--- config.mk ---
export PLATFORM = sky130hd
export DESIGN_NAME = imem_loader
export DESIGN_NICKNAME = d
export VERILOG_FILES = /design/src/rtl/riscv_pkg.sv /design/src/rtl/imem_loader_byte_packer.sv /design/src/rtl/imem_loader.sv
export SDC_FILE = /design/constraint.sdc
export NUM_CORES = 1
export LEC_CHECK = 0
export BUFFER_PORTS_ARGS = -buffer_cell sky130_fd_sc_hd__buf_2
export CORE_MARGIN = 4
export CORE_UTILIZATION = 40
export DETAILED_ROUTE_END_ITERATION = 8
export GPL_TIMING_DRIVEN = 0
export PLACE_DENSITY = 0.6
export SLEW_MARGIN = 20
export SYNTH_ARGS = -nofsm -noshare
export SYNTH_HDL_FRONTEND = slang
export SYNTH_SLANG_ARGS = --single-unit
--- constraint.sdc ---
create_clock -name clk -period 3.3 [get_ports clk]
set_clock_uncertainty 0.2 [all_clocks]
set_input_delay 0.165 -clock clk [delete_from_list [all_inputs] [get_ports clk]]
set_output_delay 0.165 -clock clk [all_outputs]
set_load 0.005 [all_outputs]
--- src/rtl/riscv_pkg.sv ---
// Shared core definitions: datapath width, instruction-memory geometry and the
// boot-loader state encoding used by imem_loader and its byte packer.
package riscv_pkg;

  localparam int XLEN = 32;
  localparam int IMEM_DEPTH = 128;
  localparam logic [XLEN-1:0] IMEM_BASE = 32'h0000_0000;

  typedef enum logic [2:0] {
    IDLE,
    LEN_LO,
    LEN_HI,
    DATA,
    CSUM,
    DONE
  } loader_state_e;

  // States in which the loader pulls a byte from the stream.
  function automatic logic accepts_bytes(input loader_state_e s);
    return (s == LEN_LO) || (s == LEN_HI) || (s == DATA) || (s == CSUM);
  endfunction

endpackage

--- src/rtl/imem_loader_byte_packer.sv ---
// Assembles four stream bytes into one little-endian word; word_valid_o fires
// combinationally on the fourth byte so the caller can register the write.
module byte_packer
  import riscv_pkg::*;
(
  input  logic            clk,
  input  logic            rst_n,
  input  logic            clear_i,
  input  logic            byte_en_i,
  input  logic [7:0]      byte_i,
  output logic            word_valid_o,
  output logic [XLEN-1:0] word_o
);

  logic [1:0]      idx_q, idx_d;
  logic [XLEN-1:0] acc_q, acc_d;

  always_comb begin
    idx_d = idx_q;
    acc_d = acc_q;
    if (clear_i) begin
      idx_d = '0;
      acc_d = '0;
    end else if (byte_en_i) begin
      acc_d[{idx_q, 3'b000} +: 8] = byte_i;
      idx_d = idx_q + 2'd1;
    end
  end

  assign word_valid_o = byte_en_i && !clear_i && (idx_q == 2'd3);
  assign word_o       = acc_d;

  always_ff @(posedge clk or negedge rst_n) begin
    if (!rst_n) begin
      idx_q <= '0;
      acc_q <= '0;
    end else begin
      idx_q <= idx_d;
      acc_q <= acc_d;
    end
  end

endmodule

--- src/rtl/imem_loader.sv ---
// Boot loader: byte stream (length header + LE words) -> instruction-memory writes,
// holding the core until done. IMEM_LOADER_CHECKSUM_EN adds a trailing XOR byte check.
module imem_loader
  import riscv_pkg::*;
#(
  parameter int              DEPTH     = IMEM_DEPTH,
  parameter logic [XLEN-1:0] BASE_ADDR = IMEM_BASE,
  parameter int              LEN_W     = 16
) (
  input  logic            clk,
  input  logic            rst_n,
  input  logic            start,
  input  logic            byte_valid,
  input  logic [7:0]      byte_data,
  output logic            byte_ready,
  output logic            imem_we,
  output logic [XLEN-1:0] imem_addr,
  output logic [XLEN-1:0] imem_wdata,
  output logic            cpu_hold,
  output logic            load_done,
  output logic            load_err,
  output loader_state_e   dbg_state
);

  // Handshake: a byte moves on a rising edge where byte_valid && byte_ready;
  // byte_ready is a pure decode of the current state, byte_data is don't-care otherwise.

  localparam logic [LEN_W:0] DEPTH_L = (LEN_W + 1)'(DEPTH);

  loader_state_e   state_q;
  logic [LEN_W-1:0] word_count_q, word_idx_q, word_idx_nxt, hdr_count;
  logic            imem_we_q, cpu_hold_q, load_done_q, load_err_q;
  logic [XLEN-1:0] imem_addr_q, imem_wdata_q;
  logic            xfer, data_xfer, start_ok, word_valid, idx_in_range;
  logic [XLEN-1:0] word;
`ifdef IMEM_LOADER_CHECKSUM_EN
  logic [7:0]      csum_q;
`endif

  assign byte_ready   = accepts_bytes(state_q);
  assign xfer         = byte_valid && byte_ready;
  assign data_xfer    = xfer && (state_q == DATA);
  assign start_ok     = start && ((state_q == IDLE) || (state_q == DONE));
  assign hdr_count    = LEN_W'({byte_data, word_count_q[7:0]});
  assign word_idx_nxt = word_idx_q + LEN_W'(1);
  assign idx_in_range = ({1'b0, word_idx_q} < DEPTH_L);

  byte_packer u_packer (
    .clk          (clk),
    .rst_n        (rst_n),
    .clear_i      (start_ok),
    .byte_en_i    (data_xfer),
    .byte_i       (byte_data),
    .word_valid_o (word_valid),
    .word_o       (word)
  );

  always_ff @(posedge clk or negedge rst_n) begin
    if (!rst_n) begin
      state_q      <= IDLE;
      word_count_q <= '0;
      word_idx_q   <= '0;
      imem_we_q    <= 1'b0;
      imem_addr_q  <= BASE_ADDR;
      imem_wdata_q <= '0;
      cpu_hold_q   <= 1'b1;
      load_done_q  <= 1'b0;
      load_err_q   <= 1'b0;
`ifdef IMEM_LOADER_CHECKSUM_EN
      csum_q       <= '0;
`endif
    end else begin
      imem_we_q <= 1'b0;
`ifdef IMEM_LOADER_CHECKSUM_EN
      if (xfer && (state_q != CSUM)) csum_q <= csum_q ^ byte_data;
`endif
      case (state_q)
        IDLE, DONE: begin
          if (start_ok) begin
            state_q      <= LEN_LO;
            word_count_q <= '0;
            word_idx_q   <= '0;
            cpu_hold_q   <= 1'b1;
            load_done_q  <= 1'b0;
            load_err_q   <= 1'b0;
`ifdef IMEM_LOADER_CHECKSUM_EN
            csum_q       <= '0;
`endif
          end else if ((state_q == DONE) && !load_done_q) begin
            // Entered from DATA: release one cycle after the final write pulse.
            load_done_q <= 1'b1;
            cpu_hold_q  <= 1'b0;
          end
        end
        LEN_LO: begin
          if (xfer) begin
            word_count_q <= LEN_W'(byte_data);
            state_q      <= LEN_HI;
          end
        end
        LEN_HI: begin
          if (xfer) begin
            word_count_q <= hdr_count;
            if ({1'b0, hdr_count} > DEPTH_L) load_err_q <= 1'b1;
            if (hdr_count == '0) begin
`ifdef IMEM_LOADER_CHECKSUM_EN
              state_q <= CSUM;
`else
              state_q     <= DONE;
              load_done_q <= 1'b1;
              cpu_hold_q  <= 1'b0;
`endif
            end else begin
              state_q <= DATA;
            end
          end
        end
        DATA: begin
          if (data_xfer && word_valid) begin
            // Oversized images are drained so the stream stays aligned, but never written.
            if (idx_in_range) begin
              imem_we_q    <= 1'b1;
              imem_wdata_q <= word;
              imem_addr_q  <= BASE_ADDR + XLEN'({word_idx_q, 2'b00});
            end
            word_idx_q <= word_idx_nxt;
            if (word_idx_nxt == word_count_q) begin
`ifdef IMEM_LOADER_CHECKSUM_EN
              state_q <= CSUM;
`else
              state_q <= DONE;
`endif
            end
          end
        end
`ifdef IMEM_LOADER_CHECKSUM_EN
        CSUM: begin
          if (xfer) begin
            state_q     <= DONE;
            load_done_q <= 1'b1;
            cpu_hold_q  <= 1'b0;
            if (byte_data != csum_q) load_err_q <= 1'b1;
          end
        end
`endif
        default: state_q <= IDLE;
      endcase
    end
  end

  assign imem_we    = imem_we_q;
  assign imem_addr  = imem_addr_q;
  assign imem_wdata = imem_wdata_q;
  assign cpu_hold   = cpu_hold_q;
  assign load_done  = load_done_q;
  assign load_err   = load_err_q;
  assign dbg_state  = state_q;

endmodule
Word level (Yosys, flattened, before mapping):

Index checks and enable logic that the tools add are counted.

* equal/unequal tests: 15
* shift operators: 2
* add/sub/neg operators: 3
* muxes and demuxes: 35
* reduce and logical (&&, ||, !) cells: 28
* bitwise gates (word level): 1
* magnitude comparators: 2

Operators by type and width (count)
* 16-bit two-way mux: 4
* 32-bit two-way mux: 2
* 16-bit one-hot mux with 3 select lines: 1
* 32-bit bitwise mux: 1
* 16-bit one-hot mux with 2 select lines: 1
* 8-bit by 7-bit variable shift with 32-bit output, first input constant: 1
* 8-bit by 7-bit indexed part select with 32-bit output: 1
* 3-bit two-way mux: 6
* 16-bit by 1-bit adder with 16-bit output, second input constant: 1
* 16-bit equality test: 1
* 16-bit by 8-bit > comparator with 1-bit output, second input constant: 1
* 16-bit logical NOT: 1
* 16-bit by 8-bit less-than comparator with 1-bit output, second input constant: 1
* 4-bit AND reduction: 4
* 1-bit two-way mux: 14
* 3-bit one-hot mux with 4 select lines: 1
* 2-bit by 1-bit inequality test with 1-bit output, second input constant: 5
* 2-bit nonzero test: 4
* 1-bit logical AND: 7
* 5-bit negation with 7-bit output: 1
* 3-bit by 2-bit equality test with 1-bit output, second input constant: 2
* 3-bit equality test, second input constant: 2
* 1-bit one-hot mux with 2 select lines: 3
* 3-bit AND reduction: 2
* other kinds (13): 19

* word-level logic and storage cells: 98
* output and inout bits: 72
* flip-flop bits (word level): 121

Longest topological paths before layout:

* depth in word-level cells: 11
* mapped depth: 8
* mapped depth without buffers: 7

By module:

A second synthesis with hierarchy kept.

* cells, all modules: 545
* area total of the unflattened synthesis: 6012.0 sq um

Modules (own cells, without submodules)
* imem_loader: cells an instance 432, times used 1, area each 4430.5 sq um
* byte_packer: cells an instance 113, times used 1, area each 1581.5 sq um

Least setup slack after synthesis:

Ideal clock, no wire load.

* path type: flip-flop to flip-flop
* start: register word_idx_q[0]
* end: register state_q[1], in the netlist dbg_state[1]
* library setup time: 0.118 ns
* data arrival time: 2.278 ns
* setup slack: 0.704 ns
* path buffers: 0
* cell stages (with the launch flop): 8
* data required time: 2.982 ns
* path through: dfrtp_1 > ha_1 > nand3_4 > nor3_1 > mux2i_1 > o211ai_1 > or4_1 > a21o_1

* cells in the longest elaborated chain, start to end: 4

Ends and longest elaborated chain
* from (decl): RTL line imem_loader.sv:31 `logic [LEN_W-1:0] word_count_q, word_idx_q, word_idx_nxt, hdr_count;`
* from (signal assigned): RTL line imem_loader.sv:126 `word_idx_q <= word_idx_nxt;`
* 16-bit by 1-bit adder with 16-bit output: RTL line imem_loader.sv:45 `assign word_idx_nxt = word_idx_q + LEN_W'(1);`
* 16-bit equality test: RTL line imem_loader.sv:127 `if (word_idx_nxt == word_count_q) begin`
* 2-bit by 1-bit inequality test with 1-bit output (no source line)
* 5-bit AND reduction (no source line)
* to (signal assigned): RTL line imem_loader.sv:60 `state_q <= IDLE;`
* to (signal assigned): RTL line imem_loader.sv:131 `state_q <= DONE;`
* to (signal assigned): RTL line imem_loader.sv:146 `default: state_q <= IDLE;`
* to (decl): RTL line imem_loader.sv:30 `loader_state_e state_q;`

Every way passes these cells.
A chain may end at the register's enable or synchronous reset.

Final worst setup path:

Ends and elaborated chain as after synthesis.

==> flow_metrics.tcl <==
set metrics [dict create \
    hold_viol_final 0 \
    die_height_um 128 \
    yosys.cell_types.count 56 \
    cts-htree-levels 4 \
    total_overflow_reported_by_the_global_router 0 \
    rr_endpoint "dbg_state[1]" \
    worst_hold_class "in -> reg" \
    hpwl_detailed_mm 10.5 \
    flow.area_growth_from_synthesis_pct 24.2 \
    holdPathEnd "dbg_state[2]" \
    fin_worst_hold_slack_ns 0.0138 \
    critPathArrivalTime_ns 3.07 \
    timing.final.crit_period_ns 2.97 \
    final_net_count 731 \
    port_buffers 67 \
    clock.fmax_ghz 0.337 \
    maxSlewViolCount 0 \
    hp-start "start" \
    cts.root.buffer_cell "sky130_fd_sc_hd__clkbuf_16" \
    cts_buffers 17 \
    timing.max_cap.violations 0 \
    crit_path_start_kind "flip-flop" \
    run_status "finished clean" \
    firstDrtPassIters 5 \
    route.vias.total 4791 \
    max_slew.worst_pin.slew_ns 0.800 \
    grtUsageTotal_pct 19.6 \
    post-place-cells 863 \
    report.final.setup_viol 0 \
    detail_route.drc_violations 0 \
    rsz_0062_raised_after_global_routing "no" \
    reg2reg_slack_ns 0.33 \
    synth_warnings 0 \
    num-fill-cells 1315 \
    critical_path.reg2reg.startpoint "word_idx_q[0]" \
    antenna_violations_before_repair 0 \
    finalWeightedCongestion 0.851 \
    antenna_violating_nets_left 0 \
    clk_pin_slew_ns 0.05 \
    routed_length_per_placed_instance_um 16.7 \
    highest_net_fanout_along_the_worst_path 10 \
    cts_post_setup_buffers_inserted 0 \
    yosys_most_used_dff "sky130_fd_sc_hd__dfrtp_1" \
    die_area_sq_mm 0.0164 \
    min_delay_path_depth 4 \
    tritoncts "done" \
    placementRows 43 \
    leakagePower_nw 3.62 \
    tns_ns 0 \
    post_synth_arst_share_pct 100 \
    mappedNetlistArea_sq_mm 0.00578 \
    antennaDiodeCount 0 \
    crit_path_end_kind "flip-flop" \
    grt_first_pass_wirelength_mm 25.2 \
    finish.cell_count_without_fillers 904 \
    coreArea_sq_mm 0.0140 \
    final_layout_size_suffix_gt1_share_pct 20.7 \
    synth_sequential_area_ratio_pct 52.4 \
    timing.final.ws_setup_ns 0.332 \
    timing.setup.critical_path_class "reg -> reg" \
    die_x_um 128 \
    pin_count_of_the_biggest_net_entering_global_routing 83 \
    avgSynthCellArea_sq_um 9.63 \
    syn_inst 600 \
    clock_latency_ns 0.42 \
    synth-seq-cells 121 \
    grt_pass1_vias 4808 \
    cp.required_ns 3.41 \
    clock_sinks 121 \
    worst-r2r-cell-count 7 \
    maxSlewHeadroom_pct 46.5 \
    drt_wl_total_mm 15.1 \
    num_io_pins 84 \
    detailed_route_iter0_violations 271 \
    initial_core_util_pct 41.3 \
    drt-vias-per-instance 5.30 \
    synth-edff-count 0 \
    ir_drop_v 0.000418 \
    power.density_cell_area_mw_per_mm2 652 \
    clk_path_buf_depth 2 \
    post-route-period-util_pct 89.9 \
    detailedPlace.worstSlack_ns 0.218 \
]
==> registers in the layout, indices dropped and copies added, names as in the netlist <==
register	flops
dbg_state	3
imem_we	1
load_err	1
load_done	1
word_count_q	16
imem_wdata	32
u_packer.acc_q	32
word_idx_q	16
u_packer.idx_q	2
cpu_hold	1
imem_addr	16
==> cell usage after synthesis (all sizes together), types with 10 or more instances <==
| cell | instances | share of area [%] |
|---|---|---|
| dfrtp | 120 | 52 |
| a22o | 16 | 2.4 |
| nand2 | 106 | 6.9 |
| nor2b | 10 | 1.1 |
| xnor2 | 12 | 1.8 |
| nor2 | 41 | 2.7 |
| clkbuf | 27 | 2.1 |
| a21oi | 34 | 2.9 |
| buf | 28 | 3.7 |
| nand3 | 20 | 1.9 |
| and3 | 24 | 2.6 |
| o21ai | 51 | 4.4 |
==> through the flow <==
step,utilization [%],power [W],cell area [sq um]
floorplan,-,0.00239,5830
global placement,45.7,0.00267,6390
detailed placement,45.9,0.00271,6430
CTS,51.2,0.00471,7160
global route,51.3,0.00493,7180
finish,51.3,0.00468,7180
==> placed cells by master, fill, tap and decap left out, types with 10 or more instances in the layout <==
master,netlist,layout
sky130_fd_sc_hd__a21oi_1,34,34
sky130_fd_sc_hd__a22o_1,16,16
sky130_fd_sc_hd__and3_1,22,22
sky130_fd_sc_hd__buf_2,4,70
sky130_fd_sc_hd__buf_4,19,19
sky130_fd_sc_hd__clkbuf_1,25,26
sky130_fd_sc_hd__clkbuf_16,0,17
sky130_fd_sc_hd__conb_1,1,16
sky130_fd_sc_hd__dfrtp_1,120,120
sky130_fd_sc_hd__dlygate4sd3_1,0,11
sky130_fd_sc_hd__nand2_1,106,106
sky130_fd_sc_hd__nand3_1,19,19
sky130_fd_sc_hd__nor2_1,41,41
sky130_fd_sc_hd__nor2b_1,10,10
sky130_fd_sc_hd__o21ai_0,51,51
sky130_fd_sc_hd__xnor2_1,12,12
==> cell families (layout without fill, tap and decap cells) <==
kind of cell | Yosys count | in the layout | synth area share (%)
buffers and inverters | 61 | 170 | 6.15
xor gates and xnor gates | 21 | 21 | 3.18
AOI/OAI and AO/OA | 124 | 124 | 13.2
DFF | 121 | 121 | 52.4
adders and majority gates | 6 | 6 | 1.30
other | 1 | 16 | 0.0649
and+or+nand+nor | 254 | 254 | 21.4
muxes | 12 | 12 | 2.27
==> cell type report <==
cell class / instances / area, sq um / share of cell area, %
plain buffers: 55 / 333 / 4.64
clock inverters: 8 / 143 / 1.99
flip-flops and latches: 121 / 3030 / 42.2
inverters: 6 / 22.5 / 0.314
well taps: 180 / 225 / 3.14
multi-input cells: 433 / 2460 / 34.3
repair buffers: 79 / 479 / 6.68
clock buffers: 22 / 484 / 6.75
==> worst max-delay path, cell delays in order, from the launching register on <==
cell and delay [ns]:
sky130_fd_sc_hd__dfrtp_1 0.48, sky130_fd_sc_hd__ha_1 0.35, sky130_fd_sc_hd__nand3_4 0.19, sky130_fd_sc_hd__or3_2 0.52, sky130_fd_sc_hd__a221oi_2 0.29, sky130_fd_sc_hd__nand4_1 0.12
sky130_fd_sc_hd__or4_1 0.50, sky130_fd_sc_hd__a21o_1 0.21
==> timing repair <==
item,CTS,global route
hold buffers,11,0
gates resized for setup,0,2
setup endpoints to repair,0,2
endpoints found under the hold margin,152,0
==> report_power, final <==
part           switching (W)  leakage [nW]  internal, W
combinational       0.000574          1.65     0.000380
sequential          0.000115          1.67      0.00164
clock               0.000645         0.308      0.00133
total                0.00133          3.62      0.00335
==> how the worst max path moves through the flow <==
stage,from,endpoint,cells past startpoint
global route,word_idx_q[0],dbg_state[1],7
detailed placement,word_idx_q[0],dbg_state[1],7
CTS,word_idx_q[0],dbg_state[1],7
finish,word_idx_q[0],dbg_state[1],7
floorplan,word_idx_q[0],dbg_state[1],7
global placement,word_idx_q[0],dbg_state[1],7
==> layer usage <==
metal  wire [um]  vias to the layer above  GRT usage, %
li1            -                     2276             -
met1        6770                     2349          25.4
met2        7360                      144          32.0
met3         762                       22          4.58
met4         226                        0          7.43
met5           0                        -             0
Note: power is estimated with default switching activity, not from simulation.
